--- src/rtl/div_mod_sequencer_if.sv ---
// Operand/result bundle between the pipeline and the divide/modulo sequencer.
// The pipeline drives the master side; the sequencer is the slave.
interface div_mod_sequencer_if #(
  parameter int WIDTH = 32
);
  logic             en;
  logic [3:0]       ALUControl;
  logic [WIDTH-1:0] SrcA;
  logic [WIDTH-1:0] SrcB;
  logic             stall;
  logic             busy;
  logic             done;
  logic [WIDTH-1:0] result;
  logic             div_by_zero;

  modport master (
    output en, ALUControl, SrcA, SrcB,
    input  stall, busy, done, result, div_by_zero
  );

  modport slave (
    input  en, ALUControl, SrcA, SrcB,
    output stall, busy, done, result, div_by_zero
  );
endinterface

--- src/rtl/div_mod_sequencer.sv ---
// Restoring shift-subtract unsigned divider, one quotient bit per cycle.
// It stalls the pipeline while running and pulses done with the quotient or remainder.
module div_mod_sequencer #(
  parameter int WIDTH = 32
) (
  input  logic                clk,
  input  logic                reset,
  div_mod_sequencer_if.slave  bus
);
  localparam int         CNT_W  = $clog2(WIDTH);
  localparam logic [3:0] OP_DIV = 4'b1000;
  localparam logic [3:0] OP_MOD = 4'b0100;

  typedef enum logic [1:0] {IDLE, RUN, DONE} state_e;

  state_e           state_q;
  logic             op_mod_q;
  logic [WIDTH-1:0] rem_q;
  logic [WIDTH-1:0] quo_q;
  logic [WIDTH-1:0] dvs_q;
  logic [CNT_W-1:0] count_q;
  logic [WIDTH-1:0] result_q;
  logic             dbz_q;

  logic             start;
  logic [WIDTH:0]   rem_shift;
  logic [WIDTH:0]   diff;
  logic [WIDTH-1:0] rem_d;
  logic [WIDTH-1:0] quo_d;

  assign start = bus.en & ((bus.ALUControl == OP_DIV) | (bus.ALUControl == OP_MOD));

  // rem < divisor always holds, so WIDTH bits suffice for it; the extra bit of
  // the shifted value is the borrow detector.
  always_comb begin
    // NOTE: every always_comb output gets a default first so no path can infer a latch.
    rem_d     = rem_q;
    quo_d     = quo_q;
    rem_shift = {rem_q, quo_q[WIDTH-1]};
    diff      = rem_shift - {1'b0, dvs_q};
    if (!diff[WIDTH]) begin
      rem_d = diff[WIDTH-1:0];
      quo_d = {quo_q[WIDTH-2:0], 1'b1};
    end else begin
      rem_d = rem_shift[WIDTH-1:0];
      quo_d = {quo_q[WIDTH-2:0], 1'b0};
    end
  end

  // NOTE: all state is updated with non-blocking assignments so every register
  // samples the pre-edge values regardless of statement order.
  always_ff @(posedge clk or posedge reset) begin
    if (reset) begin
      state_q  <= IDLE;
      op_mod_q <= 1'b0;
      rem_q    <= '0;
      quo_q    <= '0;
      dvs_q    <= '0;
      count_q  <= '0;
      result_q <= '0;
      dbz_q    <= 1'b0;
    end else begin
      case (state_q)
        IDLE: begin
          if (start) begin
            op_mod_q <= (bus.ALUControl == OP_MOD);
            quo_q    <= bus.SrcA;
            rem_q    <= '0;
            dvs_q    <= bus.SrcB;
            count_q  <= CNT_W'(WIDTH - 1);
            if (bus.SrcB == '0) begin
              result_q <= (bus.ALUControl == OP_MOD) ? bus.SrcA : '1;
              dbz_q    <= 1'b1;
              state_q  <= DONE;
            end else begin
              state_q  <= RUN;
            end
          end
        end
        RUN: begin
          rem_q   <= rem_d;
          quo_q   <= quo_d;
          count_q <= count_q - CNT_W'(1);
          // The last iteration's values go straight into the result register.
          if (count_q == '0) begin
            result_q <= op_mod_q ? rem_d : quo_d;
            dbz_q    <= 1'b0;
            state_q  <= DONE;
          end
        end
        DONE:    state_q <= IDLE;
        default: state_q <= IDLE;
      endcase
    end
  end

  // Stall is gated by reset so an abort releases the pipeline at once.
  assign bus.stall       = ~reset & (((state_q == IDLE) & start) | (state_q == RUN));
  assign bus.busy        = (state_q != IDLE);
  assign bus.done        = (state_q == DONE);
  assign bus.result      = result_q;
  assign bus.div_by_zero = dbz_q;
endmodule
--- src/flat_wrapper.sv ---
// flat-port wrapper written by rule: the top's interface ports become plain ports
module div_mod_sequencer_flat 
#(
  parameter int WIDTH = 32
)
  (clk, reset, bus_en, bus_ALUControl, bus_SrcA, bus_SrcB, bus_stall, bus_busy, bus_done, bus_result, bus_div_by_zero);
  div_mod_sequencer_if #(.WIDTH(WIDTH)) bus_i ();
  input  logic clk;
  input  logic reset;
  input wire logic [$bits(bus_i.en)-1:0] bus_en;
  input wire logic [$bits(bus_i.ALUControl)-1:0] bus_ALUControl;
  input wire logic [$bits(bus_i.SrcA)-1:0] bus_SrcA;
  input wire logic [$bits(bus_i.SrcB)-1:0] bus_SrcB;
  output wire logic [$bits(bus_i.stall)-1:0] bus_stall;
  output wire logic [$bits(bus_i.busy)-1:0] bus_busy;
  output wire logic [$bits(bus_i.done)-1:0] bus_done;
  output wire logic [$bits(bus_i.result)-1:0] bus_result;
  output wire logic [$bits(bus_i.div_by_zero)-1:0] bus_div_by_zero;
  assign bus_i.en = bus_en;
  assign bus_i.ALUControl = bus_ALUControl;
  assign bus_i.SrcA = bus_SrcA;
  assign bus_i.SrcB = bus_SrcB;
  assign bus_stall = bus_i.stall;
  assign bus_busy = bus_i.busy;
  assign bus_done = bus_i.done;
  assign bus_result = bus_i.result;
  assign bus_div_by_zero = bus_i.div_by_zero;
  div_mod_sequencer #(.WIDTH(WIDTH)) u_core (.clk(clk), .reset(reset), .bus(bus_i));
endmodule
--- config.mk ---
export PLATFORM = sky130hd
export DESIGN_NAME = div_mod_sequencer_flat
export DESIGN_NICKNAME = d
export VERILOG_FILES = /design/src/rtl/div_mod_sequencer_if.sv /design/src/rtl/div_mod_sequencer.sv /design/src/flat_wrapper.sv
export SDC_FILE = /design/constraint.sdc
export NUM_CORES = 1
export LEC_CHECK = 0
export BUFFER_PORTS_ARGS = -buffer_cell sky130_fd_sc_hd__buf_2
export CELL_PAD_IN_SITES_DETAIL_PLACEMENT = 0
export CELL_PAD_IN_SITES_GLOBAL_PLACEMENT = 1
export CORE_MARGIN = 3
export CORE_UTILIZATION = 48
export DETAILED_ROUTE_END_ITERATION = 6
export PLACE_DENSITY_LB_ADDON = 0.1
export RECOVER_POWER = 25
export SLEW_MARGIN = 20
export SYNTH_ARGS = -nofsm -noshare
export SYNTH_HDL_FRONTEND = slang
export SYNTH_SLANG_ARGS = --single-unit
export TNS_END_PERCENT = 30
--- constraint.sdc ---
create_clock -name clk -period 12.68 [get_ports clk]
set_input_delay 3.804 -clock clk [delete_from_list [all_inputs] [get_ports clk]]
set_output_delay 3.804 -clock clk [all_outputs]
set_load 0.05 [all_outputs]
==> flow_summary.ini, run 1 <==
[run_status]
status = finished with violations
failed_checks = max-capacitance violations, max-slew violations

[sta]
rsz0062_at_grt = no
final-hold-violation-count = 0
transition_time_of_the_tightest_slew_check_pin_ns = 3.63
clock-skew-final_ns = 0.0116
final-max-slew-violation-count = 82
finalSetupTns_ns = 0
min_period_ns = 9.38
min_period_over_period_pct = 74.0
timing.max_slew.rel_slack_pct = -143
max_freq_ghz = 0.107
final_setup_violation_count = 0

[logic_synthesis]
dominantRegCellSynth = dfrtp_1
synthArstFlopShare_pct = 100
average_cell_area_after_synthesis_um2 = 8.90
synth_sequential_area_ratio_pct = 39.8
number_of_different_library_cells_in_the_post_synthesis_netlist = 65
syn_area_um2 = 8620
synth-seq-cells = 137
postSynthCellCount = 969
number_of_synthesized_flops_with_an_enable_pin = 0
yosysTopAreaCell = dfrtp_1
synthesis.yosys.warnings = 0
synth.top_cell.area_share_pct = 39.8
yosys-top-cells-area = dfrtp_1 40%, o21ai_0 6.8%, mux2i_1 6.0%, ha_1 4.9%, mux2_2 4.4%
syn_nets = 1075

[place]
gp_congestion = 0.826
portBuffers = 106
hpwl_um = 17400

[critical_path]
crit_fanout = 45
setup.worst_path.class = input pin to output pin
crit_path_start_kind = input pin
worst_ep_required_time_ns = 8.88
cell_depth_of_the_worst_flop_to_flop_path = 12
timing.rr.start = u_core.quo_q[31]
worstSetupStartpoint = bus_ALUControl[1]
cp.arrival_ns = 5.58
r2r-end = u_core.bus.result[13]
endpoint_kind = output pin
setup.reg_to_reg.worst_slack_ns = 8.78

[clocking]
tritoncts = built
cts-resized-gates = 0
cts-hold-fix-buffers = 0
cts.path.max_buffers = 2
worst_skew_pair_later_pin_latency_ns = 0.43
postcts_setup_bufs = 0
cts_root_buf = clkbuf_16
cts_sinks = 137
cts.reportedPaths.clkPinSlew_ns = 0.06
cts-htree-levels = 4
cts_made_buffers = 17

[flow_run]
max-cap-violations = 1

[route]
drt.antenna.violating_nets = 0
via_per_inst = 5.89
wire_per_inst_um = 19.2
firstDrtPassIters = 5
detail_route.iter0.violations = 518
route.detailed.drc = 0
detail_route.wirelength_um = 24600
vias = 7523

[floorplanning]
core_region_area_um2 = 17400
starting_density_of_the_core_pct = 49.5
dieHeight_um = 140
ioPinCount = 107
std_cell_rows = 48
die_area_um2 = 19600
floorplan.die.width_um = 140

[pwr]
pwr_density_cell_nw_per_um2 = 297
worst_ir_drop_on_vdd_v = 0.000163
p_int_w = 0.00151
power.share.sequential_pct = 25.5
clock_power_share_pct = 17.9
power.share.switching_pct = 48.4
p_comb_share_pct = 56.7
power.net_switching_w = 0.00142
total_leakage_power_nw = 4.54

[grt]
globalRouteMet3Util_pct = 3.72
grt.total_usage_pct = 25.3
use_met2_pct = 43.5
first_global_vias = 7420
busiest_layer_in_global_routing = met2
grt_first_pass_wirelength_um = 39700
grt_antenna_before_repair = 0
grt_start_max_net_pins = 87
grt.met1_usage_pct = 33.4
grt-ovfl-total = 0

[final_layout]
drive_above_1_share_pct = 18.1
n_fill_cell = 1621
final_core_utilization_pct = 56.7
area_growth_pct = 14.5
finish.net_count = 1146
num_antenna_cells = 0
final_cell_mix = 137 x dfrtp_1, 116 x o21ai_0, 105 x buf_2
mostFrequentLayoutCell = dfrtp_1

[worst_hold_path]
hold_path.startpoint = u_core.bus.result[29]
hp-class = flip-flop to flip-flop
hold-path-cell-count = 2
hold-path-endpoint = u_core.bus.result[29]
[synth_stat cells (11+ instances only)]
master,number
dfrtp_1,137
a21oi_1,72
nor4_1,12
a31oi_1,11
o21a_1,13
xnor2_1,16
nor2_1,57
clkbuf_1,47
nor3_1,14
mux2i_1,52
a211oi_1,13
nand2_1,92
nand3_1,38
ha_1,34
mux2_2,34
inv_1,44
o21ai_0,117
o221ai_1,23
[cells by family after synthesis]
logic type / Yosys count / share of synthesized area, %
compound gates: 306 / 21.6
simple gates: 272 / 15.3
flops: 137 / 39.8
buf+inv: 107 / 5.06
mux: 86 / 10.5
fa+ha+maj: 35 / 5.17
xor+xnor: 26 / 2.64
[power groups by stage]
stage	registers, W	clock network, W	logic, W
after floorplan	0.000878	0	0.00111
after global placement	0.000747	0	0.00165
after detailed placement	0.000750	0	0.00166
after CTS	0.000744	0.000528	0.00167
after global routing	0.000765	0.000545	0.00184
final	0.000746	0.000524	0.00166
[layout make-up]
cell class                      instances  area [um^2]  share of cell area, %
Multi-Input combinational cell        725         4790                   48.5
Sequential cell                       137         3430                   34.7
Timing Repair Buffer                  114          589                   5.97
Clock buffer                           18          439                   4.45
Tap cell                              225          282                   2.85
Clock inverter                         14          171                   1.74
Inverter                               45          170                   1.72
[registers in the layout, summed over array words and instances, names as in the netlist]
signal / flops
u_core.count_q: 5
u_core.rem_q: 32
u_core.quo_q: 32
u_core.bus.div_by_zero: 1
u_core.bus.result: 32
u_core.op_mod_q: 1
u_core.state_q: 2
u_core.dvs_q: 32
[routing by layer]
layer	wire length, um	vias up	share of wire, %
met3	893	30	3.6
met2	12100	165	49
li1	-	3693	-
met1	11100	3635	45
met5	0	-	0
met4	485	0	2.0
[metrics by stage]
step	total power [W]	setup WS (ns)	hold WS [ns]	instances	instance area (um^2)
2_1_floorplan	0.00199	3.44	0.462	969	8620
3_3_place_gp	0.00240	3.29	0.473	1246	9270
3_5_place_dp	0.00241	3.29	0.482	1246	9270
4_1_cts	0.00294	3.29	0.495	1278	9880
5_1_grt	0.00314	3.16	0.517	1278	9870
6_report	0.00293	3.30	0.489	1278	9870
[critical path, stage by stage]
cell	delay (ns)
buf_2	0.10
nor4_1	0.39
nand3_4	0.63
a21oi_1	0.32
buf_2	0.29
[worst max path at each step]
| stage | endpoint | slack (ns) | depth (start not counted) |
|---|---|---|---|
| floorplan | bus_stall | 3.44 | 5 |
| global placement | bus_stall | 3.29 | 5 |
| detailed placement | bus_stall | 3.29 | 5 |
| CTS | bus_stall | 3.29 | 5 |
| global route | bus_stall | 3.16 | 5 |
| finish | bus_stall | 3.30 | 5 |
No activity file was read; power rests on OpenSTA's default activity.
==> run 2, diff against run 1 <==
--- a/config.mk
+++ b/config.mk
@@ -9,7 +9,7 @@
 export CELL_PAD_IN_SITES_DETAIL_PLACEMENT = 0
 export CELL_PAD_IN_SITES_GLOBAL_PLACEMENT = 1
 export CORE_MARGIN = 3
-export CORE_UTILIZATION = 48
+export CORE_UTILIZATION = 45
 export DETAILED_ROUTE_END_ITERATION = 6
 export PLACE_DENSITY_LB_ADDON = 0.1
 export RECOVER_POWER = 25
==> constraint.sdc (replaced) <==
create_clock -name clk -period 9.19 [get_ports clk]
set_input_delay 2.757 -clock clk [delete_from_list [all_inputs] [get_ports clk]]
set_output_delay 2.757 -clock clk [all_outputs]
set_load 0.05 [all_outputs]
==> run 2 against run 1 <==
Against the previous run: the run still ends with max-capacitance violations, max-slew violations left; critical path depth unchanged; wire length grew 2.0%; cell count up 0.31%.
==> flow_summary.ini, run 2 (same netlist as run 1, synthesis figures left out) <==
[run_status]
status = finished with violations
failed_checks = max-capacitance violations, max-slew violations

[floorplanning]
dieHeight_um = 144
ioPinCount = 107
core_region_area_um2 = 18400
die_area_um2 = 20900
floorplan.die.width_um = 144
starting_density_of_the_core_pct = 46.9
std_cell_rows = 49

[sta]
min_period_over_period_pct = 72.7
clock-skew-final_ns = 0.0165
min_period_ns = 6.68
rsz0062_at_grt = no
timing.max_slew.rel_slack_pct = -107
finalSetupTns_ns = 0
final-hold-violation-count = 0
final-max-slew-violation-count = 108
max_freq_ghz = 0.150
final_setup_violation_count = 0
transition_time_of_the_tightest_slew_check_pin_ns = 3.09
final_critical_path_setup_slack_ns = 2.51

[final_layout]
drive_above_1_share_pct = 17.0
num_antenna_cells = 0
area_growth_pct = 14.8
mostFrequentLayoutCell = dfrtp_1
final_cell_mix = 137 x dfrtp_1, 116 x o21ai_0, 95 x buf_2
finish.net_count = 1146
n_fill_cell = 1797
design_area_um2 = 9900

[clocking]
postcts_setup_bufs = 0
cts_sinks = 137
cts-resized-gates = 0
cts.reportedPaths.clkPinSlew_ns = 0.06
cts_made_buffers = 17
tritoncts = built
cts.path.max_buffers = 2
cts_root_buf = clkbuf_16
worst_skew_pair_later_pin_latency_ns = 0.43
cts-htree-levels = 4
cts-hold-fix-buffers = 0

[flow_run]
max-cap-violations = 2

[critical_path]
crit_path_start_kind = input pin
cp.arrival_ns = 3.92
crit_fanout = 2
setup.worst_path.class = input pin to output pin
worst_ep_required_time_ns = 6.43
cell_depth_of_the_worst_flop_to_flop_path = 9
endpoint_kind = output pin

[route]
route.detailed.drc = 0
firstDrtPassIters = 4
wire_per_inst_um = 19.5
vias = 7577
via_per_inst = 5.91
detail_route.iter0.violations = 464
detail_route.wirelength_um = 25100
drt.antenna.violating_nets = 0

[place]
gp_congestion = 0.842
portBuffers = 106
hpwl_um = 17800
dp_slack_ns = 2.51
placedInstanceArea_um2 = 9270

[pwr]
p_comb_share_pct = 56.0
total_leakage_power_nw = 4.52
power.share.switching_pct = 47.7
power.share.sequential_pct = 25.3
clock_power_share_pct = 18.8
power.net_switching_w = 0.00195
worst_ir_drop_on_vdd_v = 0.000210
pwr_density_cell_nw_per_um2 = 412
p_int_w = 0.00213

[grt]
first_global_vias = 7268
grt_antenna_before_repair = 0
grt_start_max_net_pins = 80
grt-ovfl-total = 0
grt.total_usage_pct = 24.3
grt_first_pass_wirelength_um = 39000

[worst_hold_path]
hp-class = flip-flop to flip-flop
hold-path-cell-count = 2
[run 2: through the flow]
step                      instances  utilization [%]  total power [W]  hold slack [ns]
after floorplan                 969                -          0.00274            0.462
after global placement         1250             50.4          0.00332            0.472
after detailed placement       1250             50.4          0.00333            0.480
after CTS                      1282             53.9          0.00410            0.495
after global routing           1282             53.8          0.00438            0.516
final                          1282             53.8          0.00408            0.491
[run 2: power groups by stage]
| stage | clock, W | sequential (W) | combinational [W] |
|---|---|---|---|
| finish | 0.000764 | 0.00103 | 0.00228 |
| global route | 0.000802 | 0.00106 | 0.00252 |
| CTS | 0.000775 | 0.00103 | 0.00230 |
| detailed placement | 0 | 0.00104 | 0.00229 |
| global placement | 0 | 0.00103 | 0.00228 |
| floorplan | 0 | 0.00121 | 0.00153 |
[run 2: layer usage]
metal	track usage, %	up-vias	routed length (um)
met5	0	-	0
met3	3.84	32	925
met4	7.81	0	548
met2	40.4	154	12400
li1	-	3684	-
met1	32.5	3707	11200
[run 2: cell type report]
cell class | instances | area [um^2] | area share [%]
Timing Repair Buffer | 114 | 573 | 5.79
Inverter | 45 | 170 | 1.72
Tap cell | 229 | 287 | 2.89
Sequential cell | 137 | 3430 | 34.6
Clock buffer | 18 | 429 | 4.34
Multi-Input combinational cell | 725 | 4790 | 48.4
Clock inverter | 14 | 219 | 2.21
[run 2: path summary, 6_finish.rpt]
path                                       start                     to  slack, ns
max                            bus_ALUControl[1]              bus_stall       2.51
min                        u_core.bus.result[28]  u_core.bus.result[28]       0.49
max reg2reg                    u_core.state_q[0]  u_core.bus.result[21]       4.74
min reg2reg                u_core.bus.result[28]  u_core.bus.result[28]       0.49
max in group asynchronous                  reset       u_core.quo_q[26]       4.03
min in group asynchronous                  reset        u_core.dvs_q[7]       3.20
[run 2: critical path: stages]
cell	delay [ns]
buf_2	0.10
nor4_1	0.41
nand3_4	0.19
a21oi_1	0.18
buf_2	0.28
==> run 3, diff against run 2 <==
--- a/config.mk
+++ b/config.mk
@@ -9,7 +9,7 @@
 export CELL_PAD_IN_SITES_DETAIL_PLACEMENT = 0
 export CELL_PAD_IN_SITES_GLOBAL_PLACEMENT = 1
 export CORE_MARGIN = 3
-export CORE_UTILIZATION = 45
+export CORE_UTILIZATION = 41
 export DETAILED_ROUTE_END_ITERATION = 6
 export PLACE_DENSITY_LB_ADDON = 0.1
 export RECOVER_POWER = 25
==> constraint.sdc (replaced) <==
create_clock -name clk -period 5.4 [get_ports clk]
set_input_delay 1.62 -clock clk [delete_from_list [all_inputs] [get_ports clk]]
set_output_delay 1.62 -clock clk [all_outputs]
set_load 0.05 [all_outputs]
==> run 3 against run 2 <==
Against the previous run: the run now ends clean; hold slack lost 0.0026 ns; non-clock buffer count rose by 5; clock-buffer cell count unchanged; clock power increased by 48%; wire length is 5.2% higher; flip-flop and latch count unchanged; combinational power rose by 73%; highest routed layer unchanged.
==> flow_summary.ini, run 3 (same netlist as run 1, synthesis figures left out) <==
[clocking]
cts_root_buf = clkbuf_16
cts-hold-fix-buffers = 0
cts_made_buffers = 17
cts_sinks = 137
cts-htree-levels = 4
postcts_setup_bufs = 0
worst_skew_pair_later_pin_latency_ns = 0.43
cts.path.max_buffers = 2
cts.reportedPaths.clkPinSlew_ns = 0.06
tritoncts = built
cts-resized-gates = 0

[critical_path]
cp.arrival_ns = 2.72
endpoint_kind = output pin
number_of_buffers_and_inverters_on_the_critical_path = 2
setup.reg_to_reg.worst_slack_ns = 1.45
crit_fanout = 3
crit_path_frequent_cell = buf_2
timing.rr.start = u_core.quo_q[31]
critical_path_slowest_stage_cell = xor2_1
path_cells = buf_2, xor2_1, nand3_4, a21oi_1, buf_2
crit_path_max_incr_delay_ns = 0.37
r2r-end = u_core.bus.result[13]
largest_delay_contributor_family_on_the_critical_path = buffers and inverters
crit_path_start_kind = input pin
cell_depth_of_the_worst_flop_to_flop_path = 12
setup.worst_path.class = input pin to output pin
worst_ep_required_time_ns = 3.78

[final_layout]
area_growth_pct = 15.0
mostFrequentLayoutCell = dfrtp_1
num_antenna_cells = 0
drive_above_1_share_pct = 18.4
layout.cells.non_filler = 1327
finish.net_count = 1151
design_area_um2 = 9920
final_cell_mix = 137 x dfrtp_1, 116 x o21ai_0, 105 x buf_2

[sta]
clock-skew-final_ns = 0.0159
transition_time_of_the_tightest_slew_check_pin_ns = 1.00
min_period_ns = 4.34
finalSetupTns_ns = 0
max_freq_ghz = 0.230
rsz0062_at_grt = no
timing.max_slew.rel_slack_pct = 33.3
final-max-slew-violation-count = 0
final_setup_violation_count = 0
min_period_over_period_pct = 80.4
final-hold-violation-count = 0

[route]
via_per_inst = 5.70
detail_route.wirelength_um = 26400
detail_route.iter0.violations = 379
firstDrtPassIters = 5
routed-wl-met2_um = 12800
vias = 7569
met3WireLength_um = 905
route.layer.met1.wl_um = 12000
route.detailed.drc = 0
maxUsedRoutingLayer = met4
drt.antenna.violating_nets = 0
wire_per_inst_um = 19.9

[floorplanning]
ioPinCount = 107
core_region_area_um2 = 20400
floorplan.die.width_um = 151
starting_density_of_the_core_pct = 42.2
die_area_um2 = 22800
dieHeight_um = 151
std_cell_rows = 52

[place]
gp_congestion = 0.853
post-place-cells = 1296
portBuffers = 106
hpwl_um = 19000
placedInstanceArea_um2 = 9360

[grt]
grt.total_usage_pct = 23.4
first_global_vias = 7329
grt_first_pass_wirelength_um = 40900
grt_start_max_net_pins = 90
grt_antenna_before_repair = 0
grt-ovfl-total = 0

[pwr]
pwr_density_cell_nw_per_um2 = 689
total_leakage_power_nw = 4.55
power.share.switching_pct = 49.1
power.net_switching_w = 0.00336
power.share.sequential_pct = 25.8
p_comb_share_pct = 57.7
p_int_w = 0.00347
clock_power_share_pct = 16.5
worst_ir_drop_on_vdd_v = 0.000342

[flow_run]
max-cap-violations = 0

[worst_hold_path]
hold_path.startpoint = u_core.bus.result[29]
hold-path-cell-count = 2
hold-path-endpoint = u_core.bus.result[29]
hp-class = flip-flop to flip-flop

[run_status]
status = finished, final reports clean
-- run 3: changes by cell type in the layout (fill, tap and decap cells not counted), moves of 2 or more --
| cell | change |
|---|---|
| bufinv_16 | -4 |
| buf_2 | +10 |
| buf_4 | +6 |
| clkinv_4 | +2 |
| clkbuf_1 | -12 |
-- run 3: worst register-to-register path, stage by stage (launching register included) --
cell	delay, ns
dfrtp_1	0.42
inv_1	0.10
ha_1	0.18
inv_1	0.06
fa_1	0.43
a211oi_2	0.25
o211ai_1	0.17
nor4b_4	0.18
o211a_1	0.32
o21a_1	0.35
or3_4	0.69
a211o_1	0.38
a221o_1	0.31
-- run 3: area by class of cell --
cell class | instances | area [um^2]
Fill cell | 2017 | 10500
Multi-Input combinational cell | 725 | 4790
Sequential cell | 137 | 3430
Timing Repair Buffer | 119 | 627
Clock buffer | 18 | 439
Tap cell | 270 | 338
Inverter | 45 | 174
Clock inverter | 13 | 121
-- run 3: worst max-delay path by stage --
| stage | startpoint | depth (start not counted) | end |
|---|---|---|---|
| detailed placement | bus_ALUControl[3] | 5 | bus_stall |
| finish | bus_ALUControl[3] | 5 | bus_stall |
| CTS | bus_ALUControl[3] | 5 | bus_stall |
| floorplan | reset | 1 | u_core.bus.div_by_zero |
| global route | bus_ALUControl[3] | 5 | bus_stall |
| global placement | bus_ALUControl[3] | 5 | bus_stall |
-- run 3: power by group through the flow --
| stage | clock (W) | combinational (W) | sequential (W) |
|---|---|---|---|
| 6_report | 0.00113 | 0.00394 | 0.00176 |
| 5_1_grt | 0.00119 | 0.00434 | 0.00180 |
| 4_1_cts | 0.00116 | 0.00396 | 0.00176 |
| 3_5_place_dp | 0 | 0.00394 | 0.00178 |
| 3_3_place_gp | 0 | 0.00393 | 0.00178 |
| 2_1_floorplan | 0 | 0.00261 | 0.00206 |
-- run 3: routing by layer --
metal	up-vias	track usage (%)
li1	3695	-
met1	3699	31.0
met2	139	39.0
met3	36	3.44
met4	0	8.16
met5	-	0
-- run 3: per-stage QoR --
step	total power, W	hold slack [ns]	utilization, %	worst slack [ns]
6_report	0.00683	0.489	48.6	1.06
5_1_grt	0.00734	0.514	48.6	0.986
4_1_cts	0.00688	0.497	48.6	1.06
3_5_place_dp	0.00571	0.483	45.8	1.08
3_3_place_gp	0.00571	0.477	45.8	1.11
2_1_floorplan	0.00467	0.462	-	0.112
